### src/rtl/apb_burst_master_if.sv
// Command, write/read stream, status and APB3 signals of apb_burst_master, bundled in one interface.
// The master modport is the initiator's view; the slave modport is the view of whatever drives and checks it.
interface apb_burst_master_if #(
  parameter int ADDR_W = 10,
  parameter int LEN_W  = 8
);
  logic              cmd_valid;
  logic              cmd_ready;
  logic              cmd_write;
  logic [ADDR_W-1:0] cmd_addr;
  logic [LEN_W-1:0]  cmd_len;
  logic              abort;
  logic              wr_valid;
  logic              wr_ready;
  logic [31:0]       wr_data;
  logic              rd_valid;
  logic [31:0]       rd_data;
  logic              busy;
  logic              done;
  logic              err;
  logic              PSEL;
  logic              PENABLE;
  logic              PWRITE;
  logic [31:0]       PADDR;
  logic [31:0]       PWDATA;
  logic [31:0]       PRDATA;
  logic              PREADY;
  logic              PSLVERR;

  modport master (
    input  cmd_valid, cmd_write, cmd_addr, cmd_len, abort, wr_valid, wr_data,
    input  PRDATA, PREADY, PSLVERR,
    output cmd_ready, wr_ready, rd_valid, rd_data, busy, done, err,
    output PSEL, PENABLE, PWRITE, PADDR, PWDATA
  );

  modport slave (
    output cmd_valid, cmd_write, cmd_addr, cmd_len, abort, wr_valid, wr_data,
    output PRDATA, PREADY, PSLVERR,
    input  cmd_ready, wr_ready, rd_valid, rd_data, busy, done, err,
    input  PSEL, PENABLE, PWRITE, PADDR, PWDATA
  );
endinterface

### src/rtl/apb_burst_master.sv
// APB3 burst initiator: one command -> cmd_len single transfers; first read word 3 cycles after accept plus wait states.
// Write stream stalls via wr_ready, read stream has no backpressure; APB_TIMEOUT_EN adds an ACCESS-phase timeout.
module apb_burst_master #(
  parameter int ADDR_W      = 10,
  parameter int LEN_W       = 8,
  parameter int ADDR_STEP   = 1,
  parameter int TIMEOUT_CYC = 64
) (
  input logic PCLK,
  input logic PRESERN,
  apb_burst_master_if.master bus
);
  typedef enum logic [2:0] {IDLE, WDATA, SETUP, ACCESS, DONE} state_t;

  state_t            state_q, state_d;
  logic [ADDR_W-1:0] addr_q, addr_d;
  logic [LEN_W-1:0]  rem_q, rem_d;
  logic              write_q, write_d;
  logic [31:0]       pwdata_q, pwdata_d;
  logic [31:0]       rd_data_q, rd_data_d;
  logic              rd_valid_q, rd_valid_d;
  logic              err_q, err_d;
  logic              cmd_ready_q, busy_q, wr_ready_q, psel_q, penable_q, done_q;

`ifdef APB_TIMEOUT_EN
  localparam int TW = $clog2(TIMEOUT_CYC + 1);
  logic [TW-1:0] tmo_q, tmo_d;
`else
  logic unused_timeout;
  assign unused_timeout = (TIMEOUT_CYC != 0);
`endif

  always_comb begin
    state_d    = state_q;
    addr_d     = addr_q;
    rem_d      = rem_q;
    write_d    = write_q;
    pwdata_d   = pwdata_q;
    rd_data_d  = rd_data_q;
    rd_valid_d = 1'b0;
    err_d      = err_q;
`ifdef APB_TIMEOUT_EN
    tmo_d      = tmo_q;
`endif
    case (state_q)
      IDLE: begin
        if (bus.cmd_valid) begin
          addr_d  = bus.cmd_addr;
          rem_d   = bus.cmd_len;
          write_d = bus.cmd_write;
          err_d   = 1'b0;
          if (bus.cmd_len == '0)  state_d = DONE;
          else if (bus.cmd_write) state_d = WDATA;
          else                    state_d = SETUP;
        end
      end
      WDATA: begin
        if (bus.abort) begin
          state_d = DONE;
        end else if (bus.wr_valid) begin
          pwdata_d = bus.wr_data;
          state_d  = SETUP;
        end
      end
      SETUP: state_d = bus.abort ? DONE : ACCESS;
      ACCESS: begin
        // The phase only ends on PREADY; abort is looked at solely at that boundary.
        if (bus.PREADY) begin
          if (!write_q) begin
            rd_data_d  = bus.PRDATA;
            rd_valid_d = 1'b1;
          end
          err_d  = err_q | bus.PSLVERR;
          rem_d  = rem_q - LEN_W'(1);
          addr_d = addr_q + ADDR_W'(ADDR_STEP);
          if (rem_d == '0 || bus.abort) state_d = DONE;
          else if (write_q)             state_d = WDATA;
          else                          state_d = SETUP;
        end
`ifdef APB_TIMEOUT_EN
        else if (tmo_q == TW'(TIMEOUT_CYC - 1)) begin
          err_d   = 1'b1;
          state_d = DONE;
        end else begin
          tmo_d = tmo_q + TW'(1);
        end
`endif
      end
      DONE:    state_d = IDLE;
      default: state_d = IDLE;
    endcase
`ifdef APB_TIMEOUT_EN
    if (state_d == ACCESS && state_q != ACCESS) tmo_d = '0;
`endif
  end

  // Bus controls are registered from the next state so they change cleanly on the edge.
  always_ff @(posedge PCLK or negedge PRESERN) begin
    if (!PRESERN) begin
      state_q     <= IDLE;
      addr_q      <= '0;
      rem_q       <= '0;
      write_q     <= 1'b0;
      pwdata_q    <= '0;
      rd_data_q   <= '0;
      rd_valid_q  <= 1'b0;
      err_q       <= 1'b0;
      cmd_ready_q <= 1'b1;
      busy_q      <= 1'b0;
      wr_ready_q  <= 1'b0;
      psel_q      <= 1'b0;
      penable_q   <= 1'b0;
      done_q      <= 1'b0;
`ifdef APB_TIMEOUT_EN
      tmo_q       <= '0;
`endif
    end else begin
      state_q     <= state_d;
      addr_q      <= addr_d;
      rem_q       <= rem_d;
      write_q     <= write_d;
      pwdata_q    <= pwdata_d;
      rd_data_q   <= rd_data_d;
      rd_valid_q  <= rd_valid_d;
      err_q       <= err_d;
      cmd_ready_q <= (state_d == IDLE);
      busy_q      <= (state_d != IDLE);
      wr_ready_q  <= (state_d == WDATA);
      psel_q      <= (state_d == SETUP) || (state_d == ACCESS);
      penable_q   <= (state_d == ACCESS);
      done_q      <= (state_d == DONE);
`ifdef APB_TIMEOUT_EN
      tmo_q       <= tmo_d;
`endif
    end
  end

  assign bus.cmd_ready = cmd_ready_q;
  assign bus.busy      = busy_q;
  assign bus.wr_ready  = wr_ready_q;
  assign bus.rd_valid  = rd_valid_q;
  assign bus.rd_data   = rd_data_q;
  assign bus.done      = done_q;
  assign bus.err       = err_q;
  assign bus.PSEL      = psel_q;
  assign bus.PENABLE   = penable_q;
  assign bus.PWRITE    = write_q;
  assign bus.PADDR     = {{(32-ADDR_W){1'b0}}, addr_q};
  assign bus.PWDATA    = pwdata_q;
endmodule

### src/flat_wrapper.sv
// flat-port wrapper written by rule: the top's interface ports become plain ports
module apb_burst_master_flat 
#(
  parameter int ADDR_W      = 10,
  parameter int LEN_W       = 8,
  parameter int ADDR_STEP   = 1,
  parameter int TIMEOUT_CYC = 64
)
  (PCLK, PRESERN, bus_cmd_valid, bus_cmd_write, bus_cmd_addr, bus_cmd_len, bus_abort, bus_wr_valid, bus_wr_data, bus_PRDATA, bus_PREADY, bus_PSLVERR, bus_cmd_ready, bus_wr_ready, bus_rd_valid, bus_rd_data, bus_busy, bus_done, bus_err, bus_PSEL, bus_PENABLE, bus_PWRITE, bus_PADDR, bus_PWDATA);
  apb_burst_master_if #(.ADDR_W(ADDR_W), .LEN_W(LEN_W)) bus_i ();
  input logic PCLK;
  input logic PRESERN;
  input wire logic [$bits(bus_i.cmd_valid)-1:0] bus_cmd_valid;
  input wire logic [$bits(bus_i.cmd_write)-1:0] bus_cmd_write;
  input wire logic [$bits(bus_i.cmd_addr)-1:0] bus_cmd_addr;
  input wire logic [$bits(bus_i.cmd_len)-1:0] bus_cmd_len;
  input wire logic [$bits(bus_i.abort)-1:0] bus_abort;
  input wire logic [$bits(bus_i.wr_valid)-1:0] bus_wr_valid;
  input wire logic [$bits(bus_i.wr_data)-1:0] bus_wr_data;
  input wire logic [$bits(bus_i.PRDATA)-1:0] bus_PRDATA;
  input wire logic [$bits(bus_i.PREADY)-1:0] bus_PREADY;
  input wire logic [$bits(bus_i.PSLVERR)-1:0] bus_PSLVERR;
  output wire logic [$bits(bus_i.cmd_ready)-1:0] bus_cmd_ready;
  output wire logic [$bits(bus_i.wr_ready)-1:0] bus_wr_ready;
  output wire logic [$bits(bus_i.rd_valid)-1:0] bus_rd_valid;
  output wire logic [$bits(bus_i.rd_data)-1:0] bus_rd_data;
  output wire logic [$bits(bus_i.busy)-1:0] bus_busy;
  output wire logic [$bits(bus_i.done)-1:0] bus_done;
  output wire logic [$bits(bus_i.err)-1:0] bus_err;
  output wire logic [$bits(bus_i.PSEL)-1:0] bus_PSEL;
  output wire logic [$bits(bus_i.PENABLE)-1:0] bus_PENABLE;
  output wire logic [$bits(bus_i.PWRITE)-1:0] bus_PWRITE;
  output wire logic [$bits(bus_i.PADDR)-1:0] bus_PADDR;
  output wire logic [$bits(bus_i.PWDATA)-1:0] bus_PWDATA;
  assign bus_i.cmd_valid = bus_cmd_valid;
  assign bus_i.cmd_write = bus_cmd_write;
  assign bus_i.cmd_addr = bus_cmd_addr;
  assign bus_i.cmd_len = bus_cmd_len;
  assign bus_i.abort = bus_abort;
  assign bus_i.wr_valid = bus_wr_valid;
  assign bus_i.wr_data = bus_wr_data;
  assign bus_i.PRDATA = bus_PRDATA;
  assign bus_i.PREADY = bus_PREADY;
  assign bus_i.PSLVERR = bus_PSLVERR;
  assign bus_cmd_ready = bus_i.cmd_ready;
  assign bus_wr_ready = bus_i.wr_ready;
  assign bus_rd_valid = bus_i.rd_valid;
  assign bus_rd_data = bus_i.rd_data;
  assign bus_busy = bus_i.busy;
  assign bus_done = bus_i.done;
  assign bus_err = bus_i.err;
  assign bus_PSEL = bus_i.PSEL;
  assign bus_PENABLE = bus_i.PENABLE;
  assign bus_PWRITE = bus_i.PWRITE;
  assign bus_PADDR = bus_i.PADDR;
  assign bus_PWDATA = bus_i.PWDATA;
  apb_burst_master #(.ADDR_W(ADDR_W), .LEN_W(LEN_W), .ADDR_STEP(ADDR_STEP), .TIMEOUT_CYC(TIMEOUT_CYC)) u_core (.PCLK(PCLK), .PRESERN(PRESERN), .bus(bus_i));
endmodule
### config.mk
export PLATFORM = sky130hd
export DESIGN_NAME = apb_burst_master_flat
export DESIGN_NICKNAME = d
export VERILOG_FILES = /design/src/rtl/apb_burst_master_if.sv /design/src/rtl/apb_burst_master.sv /design/src/flat_wrapper.sv
export SDC_FILE = /design/constraint.sdc
export NUM_CORES = 1
export LEC_CHECK = 0
export ABC_AREA = 1
export BUFFER_PORTS_ARGS = -buffer_cell sky130_fd_sc_hd__buf_2
export CORE_MARGIN = 8
export CORE_UTILIZATION = 47
export DETAILED_ROUTE_END_ITERATION = 16
export PLACE_DENSITY = 0.88
export RECOVER_POWER = 50
export SETUP_SLACK_MARGIN = 0.2
export SLEW_MARGIN = 20
export SYNTH_ARGS = -nofsm -noshare
export SYNTH_HDL_FRONTEND = slang
export SYNTH_SLANG_ARGS = --single-unit
### constraint.sdc
create_clock -name PCLK -period 2.25 [get_ports PCLK]
set_clock_uncertainty 0.05 [all_clocks]
set_input_delay 0.675 -clock PCLK [delete_from_list [all_inputs] [get_ports PCLK]]
set_output_delay 0.675 -clock PCLK [all_outputs]
set_load 0.005 [all_outputs]
# Word level (Yosys, flattened, before mapping)
# Cells that the tools add are included.
# word_totals
ff_bits	94
wordCells	62
output_inout_bits	105
# op_classes
n_mux	22
bitwise_logic	3
addsub	2
n_reduce_logical	12
n_eq_ne	9
# op_table
op	n
two-way mux 3 bit	7
two-way mux 10 bit	2
one-hot mux 10 bit (2 select lines)	1
zero test 8 bit	2
two-way mux 8 bit	2
one-hot mux 8 bit (2 select lines)	1
equality test 3 x 2 -> 1 bit, second input constant	4
one-hot mux 3 bit (4 select lines)	1
adder 10 x 1 -> 10 bit, second input constant	1
AND reduction 3 bit	3
subtractor 8 x 1 -> 8 bit, second input constant	1
equality test 3 x 1 -> 1 bit, second input constant	2
zero test 3 bit	2
two-way mux 1 bit	5
two-way mux 2 bit	2
!= test 2 bit, second input constant	2
equality test 3 bit, second input constant	1
nonzero test 3 bit	1
logical OR 1 bit	2
NOT 1 bit	2
one-hot mux 1 bit (2 select lines)	1
AND reduction 2 bit	1
nonzero test 2 bit	1
OR 1 bit	1

# Depth between registers and ports, before layout
# depth
ltp_word	8
mapped_depth	14
ltp_nobuf	14

# Worst setup path before layout
# No wires, ideal clock.
# synth_path
kind	reg2reg
startpoint	register u_core.rem_q[0]
endpoint	register u_core.penable_q (netlist: u_core.bus.PENABLE)
setup_slack_ns	0.513
period_less_slack_ns	1.737
arrival_ns	1.574
path_stages_with_launch	15
t_required_ns	2.087
path_cell_list	dfrtp_1 inv_1 ha_1 inv_1 nor2_1 nor2_1 nand3_1 nor2_1 nand3_1 nand2_2 nand2_4 a21oi_4 inv_2 nand2_1 inv_1
# synth_via
elab_chain_len	7
# synth_lines
item	line	text
start, declared	apb_burst_master.sv:17	logic [LEN_W-1:0] rem_q, rem_d;
start signal, assigned	apb_burst_master.sv:120	rem_q <= rem_d;
subtractor 8 x 1 -> 8 bit	apb_burst_master.sv:74	rem_d = rem_q - LEN_W'(1);
zero test 8 bit	apb_burst_master.sv:76	if (rem_d == '0 || bus.abort) state_d = DONE;
logical OR 1 bit	apb_burst_master.sv:76	
two-way mux 3 bit	apb_burst_master.sv:76	
two-way mux 3 bit	apb_burst_master.sv:68	if (bus.PREADY) begin
one-hot mux 3 bit (4 select lines)	apb_burst_master.sv:45	case (state_q)
via u_core.state_d[1]	apb_burst_master.sv:15	state_t state_q, state_d;
equality test 3 x 2 -> 1 bit	apb_burst_master.sv:130	penable_q <= (state_d == ACCESS);
end signal, assigned	apb_burst_master.sv:130	
end, declared	apb_burst_master.sv:23	logic cmd_ready_q, busy_q, wr_ready_q, psel_q, penable_q, done_q;
# The timed path passes the listed nets, and every way through them passes these cells.
# A chain may end at the register's enable or synchronous reset.

# Final worst setup path
# layout_path
startpoint	register u_core.state_q[2]
endpoint	register u_core.addr_q[3]
# layout_via
elab_chain_len	3
word_cells_on_any_way	7
cone_classes	eq/ne (3); mux (1); reduce/logical (3)
# layout_lines
item	line	text
start, declared	apb_burst_master.sv:15	
start signal, assigned	apb_burst_master.sv:118	state_q <= state_d;
equality test 3 x 2 -> 1 bit / zero test 3 bit (equally long branches)	apb_burst_master.sv:45	
!= test 2 bit (no line) / nonzero test 2 bit (equally long branches)	-	
AND reduction 3 bit (no line)	-	
end signal, assigned	apb_burst_master.sv:119	addr_q <= addr_d;
end, declared	apb_burst_master.sv:16	logic [ADDR_W-1:0] addr_q, addr_d;
# Several ways; a longest one is shown, not always the timed one.

==> flow_summary_export.csv <==
group,metric,value,unit
outcome,status,"complete, no violations",
layout,diodes,0,
floorplan,start_util,0.473,
critical_path,r2r_cells,7,
route,wl,11400,um
sta,relSlewSlack,0.212,
floorplan,num_rows,35,
global_route,antenna_found_initial,3,
power,switching_share,0.377,
floorplan,fp.dieH,112,um
sta,holdWs,0.172,ns
route,via_per_inst,4.89,
placement,dp_cells,733,
clocking,path_clk_slew,0.10,ns
logic_synthesis,syn_area,4290,um^2
power,leakagePower,2.93,nW
logic_synthesis,synthFlopType,"dfrtp_1",
clocking,cts_buffer_depth,2,
floorplan,num_io_pins,195,
power,design_power_total,6.99,mW
logic_synthesis,synth-async-reset-ratio,1.00,
job,max_cap_violations,0,
clocking,cts_max_level,3,
sta,timing.final.crit_share,0.858,
hold_path,hold_path.class,"in2async",
global_route,grt_pass1_vias,4038,
floorplan,fp.dieArea,12400,um^2
route,vias,3667,
clocking,clock_sinks,94,
critical_path,r2r_end,"u_core.addr_q[3]",
critical_path,crit_start,"u_core.state_q[2]",
sta,max_freq,518,MHz
logic_synthesis,synth_top_area_frac,0.543,
logic_synthesis,yosys-top-cells-count,"nand2_1, dfrtp_1, mux2_2, nor2_1, inv_1",
placement,globalplace.congestion,0.901,
logic_synthesis,synthCells,459,
layout,fin_util,0.596,
power,p_per_area,1290,nW/um^2
logic_synthesis,ys_top_cells_by_area,"dfrtp_1, nand2_1, mux2_2",
route,drc,0,
logic_synthesis,synth_edf_count,0,
logic_synthesis,synth_most_common_cell,"nand2_1",
clocking,numCtsBuffers,9,
sta,tightest_slew,1.18,ns
floorplan,core-area,9060,um^2
logic_synthesis,syn_area_per_cell,9.34,um^2
clocking,clkLatencyLatePin,0.36,ns
clocking,cts_hold_buf,0,
power,pwr-share-seq,0.433,
power,p_int,4.36,mW
critical_path,critical_path_class,"reg2reg",
layout,final-instance-count-excl-fill,750,
critical_path,worstPathRequired,2.46,ns
route,ant_nets,0,
layout,area_growth,26.1,%
power,ir_drop,0.536,mV
sta,rsz0062_at_grt,"false",
critical_path,cp_max_fo,13,
logic_synthesis,ys_ff_latch,94,
global_route,grt_max_degree,34,
power,clockPowerShare,0.184,
power,switching_power,2.63,mW
global_route,grt_overflow,0,
placement,dp.final_hpwl,8970,um
route,routedWlPerCell,15.2,um
layout,nets,727,
logic_synthesis,yosysTopAreaCell,"dfrtp_1",
route,drt_iter0_drc,229,
logic_synthesis,yosysUniqueCellTypes,31,
critical_path,end_kind,"flop",
logic_synthesis,synth_seq_area_share,0.549,
logic_synthesis,ys_warn_count,0,
critical_path,rrSetupSlack,0.32,ns
critical_path,arrival,2.14,ns
critical_path,crit-reg2reg-launch,"u_core.state_q[2]",
clocking,cts_tree,"done",
layout,drive_gt1_frac,0.362,
global_route,grt_pass1_wl,18700,um
critical_path,crit_end,"u_core.addr_q[3]",
sta,period_minus_slack,1.93,ns
critical_path,start_kind,"flop",
power,p_comb_frac,0.383,
sta,maxSlewViolCount,0,
placement,io_buffers,172,
global_route,grt.total_usage,0.184,
sta,hold_violations,0,
floorplan,die_w,112,um
route,dr.pass1.iters,4,
sta,fin_tns_setup,0,ns
sta,setup_viol,0,
clocking,root_buffer,"clkbuf_8",
==> worst min path at each step <==
stage	slack [ns]	endpoint	cells after the start	start
after floorplan	0.33	u_core.addr_q[0]	0	PRESERN
after global placement	0.40	u_core.bus.rd_data[2]	2	u_core.bus.rd_data[2]
after detailed placement	0.40	u_core.bus.rd_data[22]	2	u_core.bus.rd_data[22]
after CTS	0.20	u_core.bus.PWDATA[29]	1	PRESERN
after global routing	0.18	u_core.bus.PWDATA[29]	1	PRESERN
final	0.17	u_core.bus.PWDATA[29]	1	PRESERN
==> critical path, cell delays in order (launching register included) <==
cell,delay [ns]
dfrtp_1,0.46
nor3_1,0.27
nand2_1,0.16
nand2_1,0.34
inv_2,0.20
a21oi_1,0.15
o21ai_0,0.10
o21a_1,0.11
==> final cells by class <==
| class | instances | area [um^2] |
|---|---|---|
| flip-flops and latches | 94 | 2350 |
| fillers | 784 | 3660 |
| well taps | 111 | 139 |
| clock inverters | 7 | 104 |
| multi-input cells | 314 | 1660 |
| repair buffers | 181 | 901 |
| clock buffers | 9 | 124 |
| inverters | 34 | 128 |
==> sequential cells by signal, summed over array words and instances (netlist names), 3 cells and up <==
register and flops:
u_core.state_q 3, u_core.addr_q 10, u_core.bus.rd_data 32, u_core.rem_q 8, u_core.bus.PWDATA 32
==> logic make-up after synthesis <==
| logic type | share of synthesized area |
|---|---|
| buffers and inverters | 0.0846 |
| AND/OR/NAND/NOR | 0.199 |
| other | 0.000875 |
| flip-flops | 0.549 |
| XOR/XNOR | 0.00204 |
| adder cells (fa/ha/maj) | 0.00875 |
| multiplexers | 0.0840 |
| AO/OA/AOI/OAI | 0.0721 |
==> cells in the final DEF (no fill, tap or decap), types with 3 or more instances in the layout <==
cell	n
a21oi_1	20
buf_2	155
buf_4	5
clkbuf_1	20
clkbuf_8	9
conb_1	22
dfrtp_1	93
inv_1	27
inv_2	6
mux2_2	32
nand2_1	138
nand2_2	3
nand3_1	17
nand4_1	3
nor2_1	29
nor2_2	5
nor3_1	4
o211ai_1	3
o21ai_0	21
==> power groups by stage <==
stage / sequential (mW) / clock [mW] / combinational (mW)
finish: 3.03 / 1.28 / 2.68
global route: 3.13 / 1.38 / 3.03
CTS: 3.03 / 1.31 / 2.75
detailed placement: 3.05 / 0 / 2.74
global placement: 3.01 / 0 / 2.62
floorplan: 3.06 / 0 / 1.45
==> layer usage <==
| metal | up-vias | global-route usage | part of all wire |
|---|---|---|---|
| met5 | - | 0 | 0.0032 |
| met4 | 6 | 0.0602 | 0.017 |
| met3 | 21 | 0.0833 | 0.084 |
| met2 | 141 | 0.333 | 0.53 |
| met1 | 1728 | 0.182 | 0.36 |
| li1 | 1771 | - | - |
==> metrics by stage <==
stage	setup WS, ns	cell area (um^2)
2_1_floorplan	0.513	4370
3_5_place_dp	0.196	5220
6_report	0.319	5410
5_1_grt	0.113	5410
4_1_cts	0.255	5450
3_3_place_gp	0.307	5220
==> what timing repair did <==
item	CTS	global route
gates resized for setup	1	4
hold endpoints to repair	0	0
setup buffers	0	1
setup endpoints to repair	1	9
gates cloned	0	0
Power figures use the tool's default switching activity.
